===== src/rtl/cnn_pkg.sv =====
// Types, widths and helpers shared by the conv channel block and its
// downstream accumulate/pool stage.
package cnn_pkg;

  localparam int CONV_W = 20;
  localparam int ACT_W  = 8;

  typedef enum logic [1:0] {
    S_ACC,
    S_POST,
    S_OUT
  } pool_state_t;

  typedef logic signed [1:0][1:0][CONV_W-1:0] conv_tile_t;

  // Clamp a non-negative value to the largest unsigned number of 'width' bits.
  function automatic logic [63:0] sat_u(input logic [63:0] value, input int unsigned width);
    logic [63:0] lim;
    lim = (width >= 64) ? '1 : ((64'd1 << width) - 64'd1);
    return (value > lim) ? lim : value;
  endfunction

endpackage


===== src/rtl/pool_post.sv =====
// Combinational post-processing of an accumulated 2x2 tile: max, bias, ReLU,
// right-shift requantization and unsigned saturation.
module pool_post
  import cnn_pkg::*;
#(
  parameter int ACC_W = 24,
  parameter int OUT_W = ACT_W
) (
  input  logic [1:0][1:0][ACC_W-1:0] acc,
  input  logic signed [ACC_W-1:0]    bias,
  input  logic [4:0]                 shift,
  output logic [OUT_W-1:0]           pool_out
);

  logic signed [ACC_W-1:0] m;
  logic signed [ACC_W:0]   s;
  logic [ACC_W:0]          r;
  logic [ACC_W:0]          q;

  always_comb begin
    m = $signed(acc[0][0]);
    for (int i = 1; i < 4; i++) begin
      if ($signed(acc[i/2][i%2]) > m) m = $signed(acc[i/2][i%2]);
    end
  end

  // Max before bias is exact: bias and ReLU are both monotone.
  assign s = {m[ACC_W-1], m} + {bias[ACC_W-1], bias};
  assign r = s[ACC_W] ? '0 : s;
  assign q = r >> shift;
  assign pool_out = OUT_W'(sat_u(64'(q), OUT_W));

endmodule


===== src/rtl/chan_accum_pool.sv =====
// Accumulates one 2x2 tile over NUM_CHAN channels, then emits a single pooled,
// requantized unsigned activation over a valid/ready handshake.
module chan_accum_pool
  import cnn_pkg::*;
#(
  parameter int NUM_CHAN = 4,
  parameter int IN_W     = CONV_W,
  parameter int ACC_W    = 24,
  parameter int OUT_W    = ACT_W
) (
  input  logic                                clk,
  input  logic                                rst,
  input  logic                                in_valid,
  output logic                                in_ready,
  input  logic signed [1:0][1:0][IN_W-1:0]    conv_in,
  output logic [$clog2(NUM_CHAN)-1:0]         chan_idx,
  input  logic signed [ACC_W-1:0]             bias,
  input  logic [4:0]                          shift,
  output logic                                out_valid,
  input  logic                                out_ready,
  output logic [OUT_W-1:0]                    pool_out
);

  localparam int CW = $clog2(NUM_CHAN);
  localparam logic [CW-1:0] LAST_CHAN = CW'(NUM_CHAN - 1);

  if (NUM_CHAN < 2) begin : g_chan_check
    $error("chan_accum_pool: NUM_CHAN must be at least 2");
  end
  if (ACC_W < IN_W + $clog2(NUM_CHAN)) begin : g_width_check
    $error("chan_accum_pool: ACC_W too narrow for NUM_CHAN accumulations");
  end

  pool_state_t               state;
  logic [1:0][1:0][ACC_W-1:0] acc;
  logic [OUT_W-1:0]          pool_d;

  assign in_ready = (state == S_ACC) && !rst;

  pool_post #(
    .ACC_W (ACC_W),
    .OUT_W (OUT_W)
  ) u_post (
    .acc      (acc),
    .bias     (bias),
    .shift    (shift),
    .pool_out (pool_d)
  );

  always_ff @(posedge clk) begin
    if (rst) begin
      state     <= S_ACC;
      chan_idx  <= '0;
      acc       <= '0;
      out_valid <= 1'b0;
      pool_out  <= '0;
    end else begin
      case (state)
        S_ACC: begin
          if (in_valid) begin
            for (int r = 0; r < 2; r++) begin
              for (int c = 0; c < 2; c++) begin
                // Channel 0 reloads, so no separate clear is needed between tiles.
                if (chan_idx == '0)
                  acc[r][c] <= ACC_W'($signed(conv_in[r][c]));
                else
                  acc[r][c] <= acc[r][c] + ACC_W'($signed(conv_in[r][c]));
              end
            end
            if (chan_idx == LAST_CHAN) begin
              chan_idx <= '0;
              state    <= S_POST;
            end else begin
              chan_idx <= chan_idx + 1'b1;
            end
          end
        end
        S_POST: begin
          pool_out  <= pool_d;
          out_valid <= 1'b1;
          state     <= S_OUT;
        end
        S_OUT: begin
          if (out_ready) begin
            out_valid <= 1'b0;
            state     <= S_ACC;
          end
        end
        default: state <= S_ACC;
      endcase
    end
  end

endmodule


===== config.mk =====
export PLATFORM = sky130hd
export DESIGN_NAME = chan_accum_pool
export DESIGN_NICKNAME = d
export VERILOG_FILES = /design/src/rtl/cnn_pkg.sv /design/src/rtl/pool_post.sv /design/src/rtl/chan_accum_pool.sv
export SDC_FILE = /design/constraint.sdc
export NUM_CORES = 1
export LEC_CHECK = 0
export CAP_MARGIN = 20
export CORE_MARGIN = 8
export CORE_UTILIZATION = 55
export DETAILED_ROUTE_END_ITERATION = 10
export HOLD_SLACK_MARGIN = 0.15
export PLACE_DENSITY = 0.73
export SLEW_MARGIN = 15
export SYNTH_ARGS = -nofsm -noshare
export SYNTH_HDL_FRONTEND = slang
export SYNTH_SLANG_ARGS = --single-unit

===== constraint.sdc =====
create_clock -name clk -period 13.3 [get_ports clk]
set_input_delay 3.325 -clock clk [delete_from_list [all_inputs] [get_ports clk]]
set_output_delay 3.325 -clock clk [all_outputs]
set_load 0.05 [all_outputs]

==> results of run 1 <==
-- worst max-delay path, delay by kind of cell, from the launching register on --
kind,cells,cell delay (ns)
and+or+nand+nor,10,1.67
AOI/OAI and AO/OA,35,7.41
muxes,1,0.40
buffers and inverters,5,1.16
adders and majority gates,4,1.12
DFF,1,0.41
-- cells in the mapped netlist (all sizes together) (6+ instances only) --
cell type	instances
ha	193
nor2	177
o21ai	173
nand2	145
a21oi	133
inv	121
dfxtp	109
a211oi	108
clkbuf	89
nor3	72
a21o	63
mux2i	38
o211ai	38
o21a	38
o31ai	37
xor2	37
nand3	34
xnor2	33
and3	32
nor2b	31
nand2b	28
o311ai	28
buf	24
a31oi	23
and2	23
nand4	21
a31o	20
or3	18
nor4	14
o21bai	11
or2	10
a2111oi	9
a311oi	9
or4	9
a211o	7
a222oi	7
a22oi	7
o2111ai	7
o211a	7
a221oi	6
o31a	6
-- final timing paths --
check / endpoint / slack, ns / cells past startpoint
min: chan_idx[1]$_SDFFE_PP0P_ / 0.51 / 2
min reg2reg: chan_idx[1]$_SDFFE_PP0P_ / 0.51 / 2
max: pool_out[7]$_SDFFE_PP0P_ / 1.01 / 55
max reg2reg: pool_out[7]$_SDFFE_PP0P_ / 1.01 / 55
-- final cells by class --
cell class / instances / area, um^2 / share of cell area [%]
Sequential cell: 109 / 2182 / 12.90
Multi-Input combinational cell: 1732 / 12180 / 71.99
Tap cell: 346 / 432.9 / 2.559
Clock inverter: 6 / 56.30 / 0.3329
Clock buffer: 9 / 225.2 / 1.331
Timing Repair Buffer: 143 / 1381 / 8.166
Inverter: 121 / 454.2 / 2.685
Antenna cell: 2 / 5.005 / 0.02959
-- registers in the layout (all words and copies together) (netlist names) --
name       flops
pool_out       8
chan_idx       2
state          2
out_valid      1
acc           96
-- cell families after synthesis --
family / count (synthesis) / share of synthesized area, %
AO/OA/AOI/OAI: 784 / 35.49
XOR/XNOR: 70 / 4.031
adder cells (fa/ha/maj): 198 / 16.54
buffers and inverters: 234 / 5.825
flip-flops: 109 / 14.35
multiplexers: 45 / 3.241
AND/OR/NAND/NOR: 635 / 20.53
-- cell usage in the layout (no fill, tap or decap), types with 36 or more instances in the layout --
master           netlist  final
ha_1                 193    192
nor2_1               177    176
o21ai_0              170    170
nand2_1              145    144
a21oi_1              131    131
clkdlybuf4s50_1        0    123
inv_1                120    120
dfxtp_1              109    109
a211oi_1             105    105
nor3_1                72     71
a21o_1                62     62
o211ai_1              38     38
mux2i_1               38     38
o21a_1                37     37
xor2_1                37     37
o31ai_1               36     36
-- per-layer routing --
| layer | vias up | track usage [%] | part of all wire, % |
|---|---|---|---|
| met5 | - | 0 | 0 |
| met4 | 0 | 8.265 | 2.4 |
| met3 | 78 | 2.764 | 5.3 |
| met2 | 550 | 50.09 | 47 |
| met1 | 7599 | 39.11 | 45 |
| li1 | 7931 | - | - |
-- per-stage QoR --
stage / instance area [um^2] / std cells / power [mW] / hold slack (ns) / utilization [%]
floorplan: 15210 / 2075 / 2.146 / 0.4648 / -
global placement: 16620 / 2450 / 2.709 / 0.4788 / 60.49
detailed placement: 16620 / 2450 / 2.727 / 0.4969 / 60.49
CTS: 16900 / 2465 / 3.024 / 0.5121 / 61.52
global route: 16920 / 2468 / 3.318 / 0.5304 / 61.56
finish: 16920 / 2468 / 3.075 / 0.5087 / 61.56
-- power breakdown --
| group | switching (mW) | internal [mW] | total (mW) |
|---|---|---|---|
| Combinational | 1.45 | 0.943 | 2.39 |
| Sequential | 0.0424 | 0.355 | 0.397 |
| Clock | 0.156 | 0.131 | 0.287 |
| Total | 1.65 | 1.43 | 3.08 |
==> results.sh, run 1 <==
export IMPL_hold_viol=0
export IMPL_power_density_nw_per_um2=181.8
export IMPL_cts_setup_buffers=0
export IMPL_critPathKind="register to register"
export IMPL_root_buffer="clkbuf_16"
export IMPL_min_period_over_period_pct=92.41
export IMPL_critPathLaunchType="register"
export IMPL_arrival_ns=12.56
export IMPL_clkTransAtPathRegs_ns=0.09
export IMPL_grt_pass1_vias=15410
export IMPL_fin_skew_ns=0.01727
export IMPL_end_kind="register"
export IMPL_power_leakage_nw=7.042
export IMPL_synth_top_area_cell="ha_1"
export IMPL_yosys_warnings=0
export IMPL_start_util_pct=55.35
export IMPL_post_dp_hpwl_mm=38.55
export IMPL_wirelength_mm=49.91
export IMPL_cp_common_cell="o21a_1"
export IMPL_syn_to_final_growth_pct=11.22
export IMPL_crit_fanout=25
export IMPL_yosysUniqueCellTypes=94
export IMPL_vias_per_cell=6.547
export IMPL_fillers=2578
export IMPL_final_nets=2427
export IMPL_max_clock_freq_mhz=81.36
export IMPL_synth_nets=2386
export IMPL_hold_path_class="register to register"
export IMPL_synth_area_um2=15210
export IMPL_crit_start="acc[1]$_SDFFE_PP0P_"
export IMPL_fp_dieH_um=182.3
export IMPL_cts_hold_buf=0
export IMPL_overflow=0
export IMPL_place_congestion=0.9883
export IMPL_tightest_slew_ns=1.129
export IMPL_synth_cells=2075
export IMPL_critPathMaxStageDelay_ns=0.63
export IMPL_grt_total_usage_pct=29.46
export IMPL_worst_slack_ns=1.010
export IMPL_finalSetupTns_ns=0
export IMPL_synthArstFlopShare_pct=0
export IMPL_ir_drop_uv=201.0
export IMPL_maxCapViolations=0
export IMPL_cts_sinks=109
export IMPL_port_buffers=124
export IMPL_drc_errors=0
export IMPL_cts_made_buffers=9
export IMPL_synth_top_area_share_pct=15.88
export IMPL_grt_start_max_net_pins=93
export IMPL_status="finished clean"
export IMPL_worstReg2RegStart="acc[1]$_SDFFE_PP0P_"
export IMPL_cts_tree="built"
export IMPL_post_place_ws_ns=1.007
export IMPL_yosysSeqAreaShare_pct=14.35
export IMPL_drtIter0Drc=1518
export IMPL_ant_nets=0
export IMPL_max_slew_margin_pct=24.73
export IMPL_pin_count=125
export IMPL_setup_viol=0
export IMPL_post_drt_wl_per_cell_um=20.22
export IMPL_core_um2=27480
export IMPL_avgSynthCellArea_um2=7.329
export IMPL_cts_buffer_depth=2
export IMPL_clk_latency_ns=0.37
export IMPL_first_pass_iters=6
export IMPL_crit_path_top_delay_cell="a2111oi_0"
export IMPL_drive_gt1_share_pct=4.764
export IMPL_min_delay_start="chan_idx[1]$_SDFFE_PP0P_"
export IMPL_die_area_um2=33230
export IMPL_layout_min_cycle_time_ns=12.29
export IMPL_cts_resized=0
export IMPL_rsz0062_at_grt="no"
export IMPL_synth_enable_flop_cells=0
export IMPL_ys_top_cells_by_area="ha_1 (16%), dfxtp_1 (14%), o21ai_0 (5.6%)"
export IMPL_grt_antenna_before_repair=2
export IMPL_h_tree_depth=3
export IMPL_die_w_um=182.3
export IMPL_ys_dominant_reg_cell="dfxtp_1"
export IMPL_required_ns=13.57
export IMPL_grt_pass1_wl_mm=81.24
export IMPL_drv_slew=0
export IMPL_num_vias=16160
export IMPL_ys_seq_elements=109
export IMPL_placementRows=61
Power figures use the tool's default switching activity.
==> inputs of run 2 (changes only) <==
- CORE_UTILIZATION: 55 -> 45
- PLACE_DENSITY: 0.73 -> 0.61
==> run 2 against run 1 <==
  * Sequential cell count unchanged
  * Register-to-register slack worse by 0.11 ns
  * Via count shrank 0.92%
  * Cell count up 4.3%
  * Utilization is 10 points lower
  * First-iteration DRC count decreased by 20%
  * Wire length is 2.3% higher
  * Non-clock buffer count increased by 2
  * Setup slack got worse by 0.11 ns
  * Global-route usage down 4.3 points
  * Final area grew 1.2%
  * Critical path type unchanged
  * Largest cell class unchanged
  * Largest power group unchanged
==> results.sh, run 2 (same netlist as run 1, synthesis figures left out) <==
export IMPL_status="finished clean"
export IMPL_pwr_share_comb_pct=76.6
export IMPL_start_util_pct=45.47
export IMPL_clk_latency_ns=0.39
export IMPL_cts_setup_buffers=0
export IMPL_drc_errors=0
export IMPL_critPathLaunchType="register"
export IMPL_final_common_cell="ha_1"
export IMPL_sw_frac_of_total_pct=52.39
export IMPL_finalSetupTns_ns=0
export IMPL_required_ns=13.54
export IMPL_power_internal_mw=1.485
export IMPL_drv_slew=0
export IMPL_arrival_ns=12.64
export IMPL_dpl_cell_area_um2=16770
export IMPL_layout_cells_non_filler=2573
export IMPL_rsz0062_at_grt="no"
export IMPL_power_frac_seq_pct=12.7
export IMPL_die_area_um2=39930
export IMPL_root_buffer="clkbuf_16"
export IMPL_end_kind="register"
export IMPL_ff_latch_area_um2=2182
export IMPL_max_slew_margin_pct=26.52
export IMPL_die_w_um=199.8
export IMPL_ir_drop_uv=185.9
export IMPL_syn_to_final_growth_pct=12.60
export IMPL_grt_pass1_wl_mm=81.68
export IMPL_min_period_over_period_pct=93.26
export IMPL_layout_min_cycle_time_ns=12.40
export IMPL_top_layer_used="met4"
export IMPL_wirelength_mm=51.03
export IMPL_wl_met2_mm=24.16
export IMPL_post_place_ws_ns=0.9999
export IMPL_setup_viol=0
export IMPL_p_clk_share_pct=10.7
export IMPL_hold_viol=0
export IMPL_multi_input_area_um2=12180
export IMPL_tightest_slew_ns=1.102
export IMPL_hold_path_class="register to register"
export IMPL_maxCapViolations=0
export IMPL_first_pass_iters=6
export IMPL_grt_antenna_before_repair=2
export IMPL_critPathKind="register to register"
export IMPL_crit_path_top_delay_cell="a2111oi_0"
export IMPL_top_register="acc"
export IMPL_post_dp_hpwl_mm=39.65
export IMPL_wl_met1_mm=23.48
export IMPL_fillers=3332
export IMPL_cts_tree="built"
export IMPL_grt_pass1_vias=15310
export IMPL_ff2ff_path_depth=51
export IMPL_cts_hold_buf=0
export IMPL_path_buf_inv=2
export IMPL_worstSetupPathDepth=51
export IMPL_cts_sinks=109
export IMPL_grt_total_usage_pct=25.21
export IMPL_cp_common_cell="o21a_1"
export IMPL_final_core_util_pct=51.20
export IMPL_final_cell_mix="ha_1 (192), nor2_1 (176), o21ai_0 (170)"
export IMPL_reg_top3="acc x96, pool_out x8"
export IMPL_worst_slack_ns=0.8963
export IMPL_num_vias=16010
export IMPL_critPathMaxStageDelay_ns=0.64
export IMPL_whs_ns=0.4972
export IMPL_stdcell_area_um2=17130
export IMPL_port_buffers=124
export IMPL_ant_nets=0
export IMPL_largest_reg_flops=96
export IMPL_fp_dieH_um=199.8
export IMPL_core_um2=33450
export IMPL_crit_family="compound AO/OA/AOI/OAI gates"
export IMPL_fin_total_pwr_mw=3.119
export IMPL_cts_made_buffers=9
export IMPL_worstHoldPathCells=2
export IMPL_h_tree_depth=3
export IMPL_dp_cells=2555
export IMPL_drive_gt1_share_pct=4.899
export IMPL_placementRows=67
export IMPL_post_drt_wl_per_cell_um=19.83
export IMPL_power_leakage_nw=7.079
export IMPL_drtIter0Drc=1214
export IMPL_overflow=0
export IMPL_cts_resized=0
export IMPL_clkTransAtPathRegs_ns=0.07
export IMPL_fin_skew_ns=0.01733
export IMPL_grt_start_max_net_pins=103
export IMPL_crit_fanout=24
export IMPL_max_clock_freq_mhz=80.62
export IMPL_power_density_nw_per_um2=182.1
export IMPL_pin_count=125
export IMPL_cts_buffer_depth=2
export IMPL_vias_per_cell=6.222
export IMPL_final_nets=2429
export IMPL_place_congestion=0.9556
export IMPL_wl_met3_mm=2.308
export IMPL_p_switching_mw=1.634
run 2: cell types whose count changed in the layout (fill, tap and decap cells not counted):
cell,change
clkinv_4,-1
inv_6,-3
buf_4,+2
clkbuf_8,+1
bufinv_16,+3
clkinv_8,-1
clkinvlp_4,+2
run 2: metal layers:
metal | global-route usage [%] | up-vias
li1 | - | 7949
met1 | 33.13 | 7540
met2 | 43.02 | 458
met3 | 2.917 | 62
met4 | 7.166 | 0
met5 | 0 | -
run 2: layout make-up:
class / count / area share (%)
clock buffer: 10 / 1.395
clock inverter: 6 / 0.6429
timing repair buffer: 145 / 8.154
tap: 448 / 3.273
multi-input combinational: 1732 / 71.11
sequential: 109 / 12.74
inverter: 121 / 2.652
antenna: 2 / 0.02922
run 2: worst register-to-register path, delay by kind of cell, from the launching register on:
family	cells	cell delay, ns
AOI/OAI and AO/OA	32	6.80
and+or+nand+nor	12	2.98
adders and majority gates	4	1.36
buffers and inverters	2	0.51
DFF	1	0.47
muxes	1	0.18
run 2: worst paths after layout:
kind,start,end,slack [ns]
max,acc[1]$_SDFFE_PP0P_,pool_out[7]$_SDFFE_PP0P_,0.90
min,pool_out[2]$_SDFFE_PP0P_,pool_out[2]$_SDFFE_PP0P_,0.50
max reg2reg,acc[1]$_SDFFE_PP0P_,pool_out[7]$_SDFFE_PP0P_,0.90
min reg2reg,pool_out[2]$_SDFFE_PP0P_,pool_out[2]$_SDFFE_PP0P_,0.50
run 2: power by group through the flow:
stage	clock, mW	combinational, mW	sequential, mW
2_1_floorplan	0	1.76	0.386
3_3_place_gp	0	2.32	0.404
3_5_place_dp	0	2.33	0.404
4_1_cts	0.340	2.35	0.396
5_1_grt	0.353	2.61	0.401
6_report	0.333	2.39	0.396
